<file path="src/rtl/sensor_fsm.sv">
// sensor_fsm: direction detector for a two-sensor passage.
// Sensor a is the outer beam and b the inner one. Walking a -> ab -> b -> clear
// is an entry and gives one sumar pulse. The mirror sequence is an exit and
// gives one restar pulse. Aborted or malformed sequences give no pulse.
// Optional synchronizer stages on a/b delay everything by SYNC_STAGES cycles.
module sensor_fsm #(
  parameter int SYNC_STAGES = 0
) (
  input  logic clk,
  input  logic rst,
  input  logic a,
  input  logic b,
  output logic sumar,
  output logic restar
);

  localparam logic [2:0] S_IDLE     = 3'd0;
  localparam logic [2:0] S_IN1      = 3'd1;
  localparam logic [2:0] S_IN2      = 3'd2;
  localparam logic [2:0] S_IN3      = 3'd3;
  localparam logic [2:0] S_OUT1     = 3'd4;
  localparam logic [2:0] S_OUT2     = 3'd5;
  localparam logic [2:0] S_OUT3     = 3'd6;
  localparam logic [2:0] S_WAIT_CLR = 3'd7;

  // Sensor pair as seen by the FSM, written {a, b}.
  logic [1:0] ab;

  generate
    if (SYNC_STAGES == 0) begin : g_nosync
      assign ab = {a, b};
    end else begin : g_sync
      logic [1:0] sync_q [SYNC_STAGES];
      logic [1:0] sync_d [SYNC_STAGES];

      // Shift chain: stage 0 captures the raw pins, later stages follow.
      always_comb begin
        sync_d[0] = {a, b};
        for (int i = 1; i < SYNC_STAGES; i++) begin
          sync_d[i] = sync_q[i-1];
        end
      end

      // Synchronizer flops, cleared by reset so no stale step survives it.
      always_ff @(posedge clk) begin
        if (!rst) begin
          for (int i = 0; i < SYNC_STAGES; i++) begin
            sync_q[i] <= 2'b00;
          end
        end else begin
          for (int i = 0; i < SYNC_STAGES; i++) begin
            sync_q[i] <= sync_d[i];
          end
        end
      end

      assign ab = sync_q[SYNC_STAGES-1];
    end
  endgenerate

  logic [2:0] state_q, state_d;
  logic       sumar_q, sumar_d;
  logic       restar_q, restar_d;

  // Next-state and pulse decode; a pulse is raised only on the closing
  // 00 step out of IN3/OUT3, so a held 00 in IDLE never retriggers.
  always_comb begin
    state_d  = state_q;
    sumar_d  = 1'b0;
    restar_d = 1'b0;
    case (state_q)
      S_IDLE: begin
        case (ab)
          2'b10:   state_d = S_IN1;
          2'b01:   state_d = S_OUT1;
          2'b11:   state_d = S_WAIT_CLR;
          default: state_d = S_IDLE;
        endcase
      end
      S_IN1: begin
        case (ab)
          2'b11:   state_d = S_IN2;
          2'b00:   state_d = S_IDLE;
          2'b01:   state_d = S_WAIT_CLR;
          default: state_d = S_IN1;
        endcase
      end
      S_IN2: begin
        case (ab)
          2'b01:   state_d = S_IN3;
          2'b10:   state_d = S_IN1;
          2'b00:   state_d = S_IDLE;
          default: state_d = S_IN2;
        endcase
      end
      S_IN3: begin
        case (ab)
          2'b00: begin
            state_d = S_IDLE;
            sumar_d = 1'b1;
          end
          2'b11:   state_d = S_IN2;
          2'b10:   state_d = S_WAIT_CLR;
          default: state_d = S_IN3;
        endcase
      end
      S_OUT1: begin
        case (ab)
          2'b11:   state_d = S_OUT2;
          2'b00:   state_d = S_IDLE;
          2'b10:   state_d = S_WAIT_CLR;
          default: state_d = S_OUT1;
        endcase
      end
      S_OUT2: begin
        case (ab)
          2'b10:   state_d = S_OUT3;
          2'b01:   state_d = S_OUT1;
          2'b00:   state_d = S_IDLE;
          default: state_d = S_OUT2;
        endcase
      end
      S_OUT3: begin
        case (ab)
          2'b00: begin
            state_d  = S_IDLE;
            restar_d = 1'b1;
          end
          2'b11:   state_d = S_OUT2;
          2'b01:   state_d = S_WAIT_CLR;
          default: state_d = S_OUT3;
        endcase
      end
      default: begin
        if (ab == 2'b00) begin
          state_d = S_IDLE;
        end
      end
    endcase
  end

  // State and registered pulse outputs; reset abandons any sequence.
  always_ff @(posedge clk) begin
    if (!rst) begin
      state_q  <= S_IDLE;
      sumar_q  <= 1'b0;
      restar_q <= 1'b0;
    end else begin
      state_q  <= state_d;
      sumar_q  <= sumar_d;
      restar_q <= restar_d;
    end
  end

  assign sumar  = sumar_q;
  assign restar = restar_q;

endmodule

</file>
<file path="config.mk">
export PLATFORM = sky130hd
export DESIGN_NAME = sensor_fsm
export DESIGN_NICKNAME = d
export VERILOG_FILES = /design/src/rtl/sensor_fsm.sv
export SDC_FILE = /design/constraint.sdc
export NUM_CORES = 1
export LEC_CHECK = 0
export CORE_AREA = 3 3 40 42
export CTS_BUF_LIST = sky130_fd_sc_hd__clkbuf_2
export DETAILED_ROUTE_END_ITERATION = 8
export DIE_AREA = 0 0 43 45
export SYNTH_ARGS = -nofsm -noshare
export SYNTH_HDL_FRONTEND = slang
export SYNTH_SLANG_ARGS = --single-unit
</file>
<file path="constraint.sdc">
create_clock -name clk -period 2.95 [get_ports clk]
set_clock_uncertainty 0.2 [all_clocks]
set_input_delay 0.4425 -clock clk [delete_from_list [all_inputs] [get_ports clk]]
set_output_delay 0.4425 -clock clk [all_outputs]
set_load 0.02 [all_outputs]
</file>
==> qor.yml, run 1 <==
finalNonFillerCells: 67
use_met1_pct: 11.6
chipHeight_um: 45
start_util_pct: 31.8
status: "completed"
antenna_found_initial: 0
cts_sinks: 5
first_pass_iters: 2
setup_slack_ns: 0.754
cts_tree: "built"
fin_nets: 65
synth_ff_type: "dfxtp_1"
rows: 13
cts_setup_buffers: 0
synth_edf_count: 0
period_needed_ns: 2.20
whs_ns: 0.359
drive_gt1_share_pct: 9.62
startpoint_type: "input pin"
drtIter0Drc: 5
vias: 330
cellLeakagePower_nw: 0.212
grt_max_degree: 13
use_met2_pct: 14.1
tightest_slew_ns: 0.393
n_antenna_cell: 0
core_um2: 1280
postRouteWirelength_um: 712
crit_chain: "clkdlybuf4s50_1, inv_1, ha_1, mux4_2, a211oi_1"
crit_path_top_delay_cell: "clkdlybuf4s50_1"
grt_remaining_overflow: 0
p_per_area_nw_per_um2: 419
period_share_pct: 74.4
syn_to_final_growth_pct: 18.3
post-place-ws_ns: 0.489
maxSlewHeadroom_pct: 73.8
setup_viol: 0
drv_cap: 0
holdPathStages: 2
synth_cells: 46
hold_class: "register to register"
dp_cells: 63
fmax_ghz: 0.455
place.gp.congestion: 0.697
grt_pass1_vias: 302
path_clk_slew_ns: 0.06
grt_pass1_wl_um: 1360
n_fill_cell: 140
ios: 6
synth_area_per_cell_um2: 8.89
portBuffers: 5
die_x_um: 43
via_per_inst: 4.93
top_usage_layer: "met2"
yosys_warnings: 0
drcViolationCount: 0
htree_levels: 1
synth_fp_nets: 58
tns_ns: 0
crit_path_max_incr_delay_ns: 0.55
ctsResizeCount: 0
dieArea_um2: 1940
syn_area_um2: 409
cp.required_ns: 2.88
final_max_slew_viol_count: 0
ys_seq_area_share_pct: 24.5
hold_viol: 0
cp.arrival_ns: 2.13
hold_buffers: 0
async_flop_share_pct: 0
clk_path_buf_depth: 2
numCtsBuffers: 3
wl_per_cell_um: 10.6
ys_types: 24
path_class: "input pin to register"
rsz0062_at_grt: "no"
r2r_cells: 2
synth-seq-cells: 5
cp_max_fo: 5
vdd_drop_max_v: 0.000102
use_met3_pct: 1.20
cts_root_buffer: "clkbuf_2"
ant_nets: 0
cp-end-kind: "register"
design_power_total_w: 0.000203
clkLatencyLatePin_ns: 0.22
grt_usage_pct: 9.91
-- layout by cell type (no fill, tap or decap) --
master,instances
or2b_1,1
o41ai_1,1
mux4_2,1
inv_1,4
a211oi_1,1
o21ai_0,1
nand3_1,1
nand3b_1,1
nor3_1,4
and3_1,1
o21a_1,1
clkbuf_2,4
maj3_1,1
or3_1,1
o311ai_0,1
ha_1,8
mux2i_1,1
o311a_1,1
nor2_1,1
a21oi_1,1
clkdlybuf4s50_1,5
o211a_1,1
dfxtp_1,5
nand2_1,5
-- cell type report --
cell class	count	area, um2	area share [%]
multi-input cells	34	280	57.9
flip-flops and latches	5	100	20.7
repair buffers	5	50.0	10.3
clock buffers	4	20.0	4.13
well taps	15	18.8	3.88
inverters	4	15.0	3.10
-- synthesized netlist by cell type, types with 2 or more instances --
cell type  count  area (um2)
nor3_1         4        20.0
inv_1          4        15.0
nand2_1        5        18.8
ha_1           8         100
buf_2          2        10.0
dfxtp_1        5         100
-- power breakdown --
part           switching (W)  internal [W]  total (W)
combinational      0.0000186     0.0000271  0.0000456
sequential         0.0000184     0.0000743  0.0000927
clock              0.0000289     0.0000359  0.0000648
total              0.0000658      0.000137   0.000203
-- per-stage QoR --
stage          cell area (um2)  utilization [%]
2_1_floorplan              409                -
3_3_place_gp               464             36.1
3_5_place_dp               464             36.1
4_1_cts                    484             37.7
5_1_grt                    484             37.7
6_report                   484             37.7
-- worst max-delay path: cells and delay by family --
family | cells | cell delay (ns)
compound gates | 1 | 0.26
fa+ha+maj | 1 | 0.28
buf+inv | 2 | 0.67
mux | 1 | 0.48
-- state kept, by name (all words and copies together), names as in the netlist --
signal   cells
state_q      3
restar       1
sumar        1
-- final timing paths --
| path | start | endpoint | slack, ns |
|---|---|---|---|
| min | state_q[2]$_SDFFE_PN0P_ | restar$_SDFF_PN0_ | 0.36 |
| max reg2reg | state_q[0]$_SDFFE_PN0P_ | state_q[0]$_SDFFE_PN0P_ | 1.29 |
| max | a | state_q[0]$_SDFFE_PN0P_ | 0.75 |
| min reg2reg | state_q[2]$_SDFFE_PN0P_ | restar$_SDFF_PN0_ | 0.36 |
-- cells by family (layout without fill, tap and decap cells) --
family          count (synthesis)  after routing  synth area share [%]
fa+ha+maj                       9              9                  26.9
compound gates                  8              8                  15.3
flops                           5              5                  24.5
buf+inv                         7             13                  7.03
mux                             2              2                  7.95
simple gates                   15             15                  18.4
-- per-layer routing --
| metal | up-vias | part of all wire (%) |
|---|---|---|
| met1 | 151 | 48 |
| met2 | 5 | 47 |
| li1 | 172 | - |
| met4 | 0 | 1.4 |
| met5 | - | 0 |
| met3 | 2 | 3.5 |
No activity file was read; power rests on OpenSTA's default activity.
==> run 2, diff against run 1 <==
- clock period: 2.95 -> 1.78 ns (I/O delays scaled with it)
==> qor.yml, run 2 (synthesis gave the netlist of run 1 again) <==
clk_path_buf_depth: 2  # unchanged
power.switching_w: 0.000118  # +80%
cellLeakagePower_nw: 0.244  # +15%
first_pass_iters: 4  # +2
startpoint_type: "input pin"
fmax_ghz: 0.627
tightest_slew_ns: 0.380  # -0.0130 ns
path_class: "input pin to register"
dp_cells: 69  # +9.5%
tns_ns: 0  # unchanged
crit_chain: "dlygate4sd2_1, buf_6, ha_2, nor2_1, mux4_2, a211oi_2"
dieArea_um2: 1940  # unchanged
place.gp.congestion: 0.707  # +1.4%
cp_max_fo: 4  # -1
cp_top_family: "multiplexers"
rows: 13  # unchanged
hold_viol: 0  # unchanged
crit_path_top_delay_cell: "mux4_2"
chipHeight_um: 45  # unchanged
via_per_inst: 4.92  # -0.15%
fin_util_pct: 41.9  # +4.2 points
path_clk_slew_ns: 0.06  # about the same
r2r_slack_ns: 0.35  # -0.94 ns
p_per_area_nw_per_um2: 666  # +59%
seqPwrFrac_pct: 40.7  # -5.0 points
vdd_drop_max_v: 0.000170  # +66%
p_int_w: 0.000240  # +75%
critPathBufInv: 2  # unchanged
grt_usage_pct: 9.49  # -0.42 points
grt_max_degree: 13  # unchanged
grt_pass1_vias: 327  # +8.3%
status: "completed"
p_sw_share_pct: 33.0  # +0.57 points
finalNonFillerCells: 73  # +9.0%
antenna_found_initial: 0  # unchanged
drcViolationCount: 0  # unchanged
hold_class: "register to register"
maxSlewHeadroom_pct: 74.3  # +0.57 points
drive_gt1_share_pct: 24.1  # +15 points
period_needed_ns: 1.59
numCtsBuffers: 3  # unchanged
cp.required_ns: 1.73  # -1.15 ns
clkLatencyLatePin_ns: 0.22  # about the same
cp.arrival_ns: 1.54  # -0.59 ns
final_max_slew_viol_count: 0  # unchanged
vias: 359  # +8.8%
combPwrFrac_pct: 29.2  # +6.7 points
crit_path_max_incr_delay_ns: 0.47  # -0.08 ns
period_share_pct: 89.6
final_common_cell: "ha_1"
htree_levels: 1  # unchanged
core_um2: 1280  # unchanged
drtIter0Drc: 9  # +4
cp-end-kind: "register"
multi_input_area_um2: 288  # +2.7%
start_util_pct: 31.8  # unchanged
mostFrequentLayoutCells: "7 x ha_1, 5 x nand2_1, 5 x buf_4, 5 x dfxtp_1"
design_power_total_w: 0.000358  # +76%
largest_reg_flops: 3  # unchanged
regMostFlops: "state_q"
grt_remaining_overflow: 0  # unchanged
rsz0062_at_grt: "no"
cts_root_buffer: "clkbuf_2"
drv_cap: 0  # unchanged
ant_nets: 0  # unchanged
portBuffers: 5  # unchanged
cts_tree: "built"
syn_to_final_growth_pct: 31.5
fin_nets: 71  # +9.2%
n_antenna_cell: 0  # unchanged
ff_latch_area_um2: 100  # unchanged
wl_per_cell_um: 10.8  # +1.7%
n_fill_cell: 136  # -2.9%
ios: 6  # unchanged
die_x_um: 43  # unchanged
setup_viol: 0  # unchanged
p_clk_share_pct: 30.1  # -1.8 points
cts_sinks: 5  # unchanged
grt_pass1_wl_um: 1300  # -4.6%
postRouteWirelength_um: 789  # +11%
hold_buffers: 0  # unchanged
==> run 2: final timing paths <==
kind              depth (start not counted)               startpoint                      end
setup / recovery                          6                        a  state_q[0]$_SDFFE_PN0P_
hold / removal                            2  state_q[2]$_SDFFE_PN0P_        restar$_SDFF_PN0_
setup reg to reg                          2  state_q[1]$_SDFFE_PN0P_  state_q[0]$_SDFFE_PN0P_
hold reg to reg                           2  state_q[2]$_SDFFE_PN0P_        restar$_SDFF_PN0_
==> run 2: metrics by stage <==
| stage | setup slack (ns) | hold WS (ns) | cell area (um2) |
|---|---|---|---|
| floorplan | 0.258 | 0.198 | 409 |
| global placement | -0.290 | 0.344 | 509 |
| detailed placement | -0.337 | 0.357 | 509 |
| CTS | 0.174 | 0.377 | 538 |
| global route | 0.129 | 0.420 | 538 |
| finish | 0.185 | 0.383 | 538 |
==> run 2: per-layer routing <==
layer,wire length (um),global-route usage [%],part of all wire [%]
met2,414,16.2,52
met5,0,0,0
met3,36,1.20,4.6
met1,338,9.40,43
met4,0,10.8,0
==> run 2: tightest hold or removal path, stage by stage, from the launching register on <==
cell     delay, ns
dfxtp_1       0.40
nand2_1       0.10
nor3_1        0.04
==> run 2: cell type report <==
class	count	area share [%]
inverter	4	2.79
tap	15	3.49
multi-input combinational	34	53.5
timing repair buffer	11	17.9
clock buffer	4	3.72
sequential	5	18.6
==> run 2: timing repair <==
action / in CTS / in global routing
setup buffers: 0 / 0
resized for setup: 7 / 0
setup endpoints to repair: 3 / 0
==> run 2: power groups by stage <==
| stage | sequential, W | combinational (W) | clock, W |
|---|---|---|---|
| after floorplan | 0.000132 | 0.0000799 | 0 |
| after global placement | 0.000147 | 0.0000986 | 0 |
| after detailed placement | 0.000148 | 0.0000995 | 0 |
| after CTS | 0.000146 | 0.000104 | 0.000115 |
| after global routing | 0.000149 | 0.000116 | 0.000122 |
| final | 0.000146 | 0.000105 | 0.000108 |
==> RTL change: new RTL, settings of run 2 <==
The output `restar` loses its register stage (`restar_q` becomes a continuous assignment).
--- a/src/rtl/sensor_fsm.sv
+++ b/src/rtl/sensor_fsm.sv
@@ -145,11 +145,11 @@
       state_q  <= S_IDLE;
       sumar_q  <= 1'b0;
-      restar_q <= 1'b0;
     end else begin
       state_q  <= state_d;
       sumar_q  <= sumar_d;
-      restar_q <= restar_d;
     end
   end
+
+  assign restar_q = restar_d;
 
   assign sumar  = sumar_q;
Check against the original RTL: not equivalent (a bounded check fails within 4 cycles, from zero or initial values and one cycle with rst low).
==> RTL change against run 2 <==
Synthesized area fell by 2.4%; design area grew 3.5%; total power fell by 13%; worst setup slack worse by 0.0010 ns; sequential share of layout area decreased by 4.2 points; sequential cell count fell by 1; synthesized cell count up 4.3%; routed wire length up 9.3%; critical path type unchanged; largest cell class unchanged.
==> RTL change: results (changes against run 2) <==
| Metric | Value |
|---|---|
| WL met2 | 402 microns (-2.9%) |
| Commonest cells in the netlist | 8 x ha_1, 6 x nand2_1, 4 x dfxtp_1 |
| Largest net degree at the start of global routing | 12 (-1) |
| Highest Signal Layer | met4 |
| Distinct cells, synth | 25 (+4.2%) |
| Reg-to-reg startpoint | state_q[0] |
| M3 GR Usage | 3.586% (+2.4 points) |
| Share of layout cells above drive strength 1 | 34.92% (+11 points) |
| Area contributors post-synth | ha_1 25%, dfxtp_1 20%, mux4_2 5.6% |
| Avg Cell Area, Syn | 8.315 sq um (-6.5%) |
| Seq. pwr | 103 uW (-29%) |
| Worst Tran Pin Value | 0.2002 ns (-0.1797 ns) |
| Routing usage on met1 | 12.29% (+2.9 points) |
| # resized after CTS | 13 (+6) |
| Hold slack final | 0.3877 ns (+0.005077 ns) |
| Status | completed |
| Met3 WL | 42 microns (+17%) |
| Gpl congestion | 0.7528 (+6.6%) |
| Worst r2r path cells | 4 (+2) |
| Max stage delay on crit path | 0.45 ns (-0.02 ns) |
| Maximum vdd ir drop | 0.2647 mV (+56%) |
| Syn Nets | 60 (+3.4%) |
| Total Routing Usage GR | 10.91% (+1.4 points) |
| Worst r2r dst | state_q[1] |
| Vias/cell | 5.013 (+1.9%) |
RTL change: worst max path at each step:
stage	start	to	slack (ns)	cells after the start
after floorplan	a	state_q[1]	0.27	6
after global placement	a	restar	-0.45	5
after detailed placement	a	restar	-0.45	5
after CTS	a	state_q[1]	0.18	8
after global routing	b	state_q[0]	0.08	8
final	a	state_q[1]	0.18	8
RTL change: cells by family after synthesis:
kind of cell             Yosys count  share of synthesized area, %
AO/OA/AOI/OAI                     11                         18.50
adder cells (fa/ha/maj)            9                         27.59
buffers and inverters              7                         8.150
flip-flops                         4                         20.06
multiplexers                       1                         5.642
AND/OR/NAND/NOR                   16                         20.07
RTL change: layout make-up:
class / count / area [sq um]
Clock buffer: 3 / 15.01
Fill cell: 135 / 728.2
Inverter: 4 / 15.01
Multi-Input combinational cell: 37 / 304.0
Sequential cell: 4 / 80.08
Tap cell: 15 / 18.77
Timing Repair Buffer: 15 / 123.9
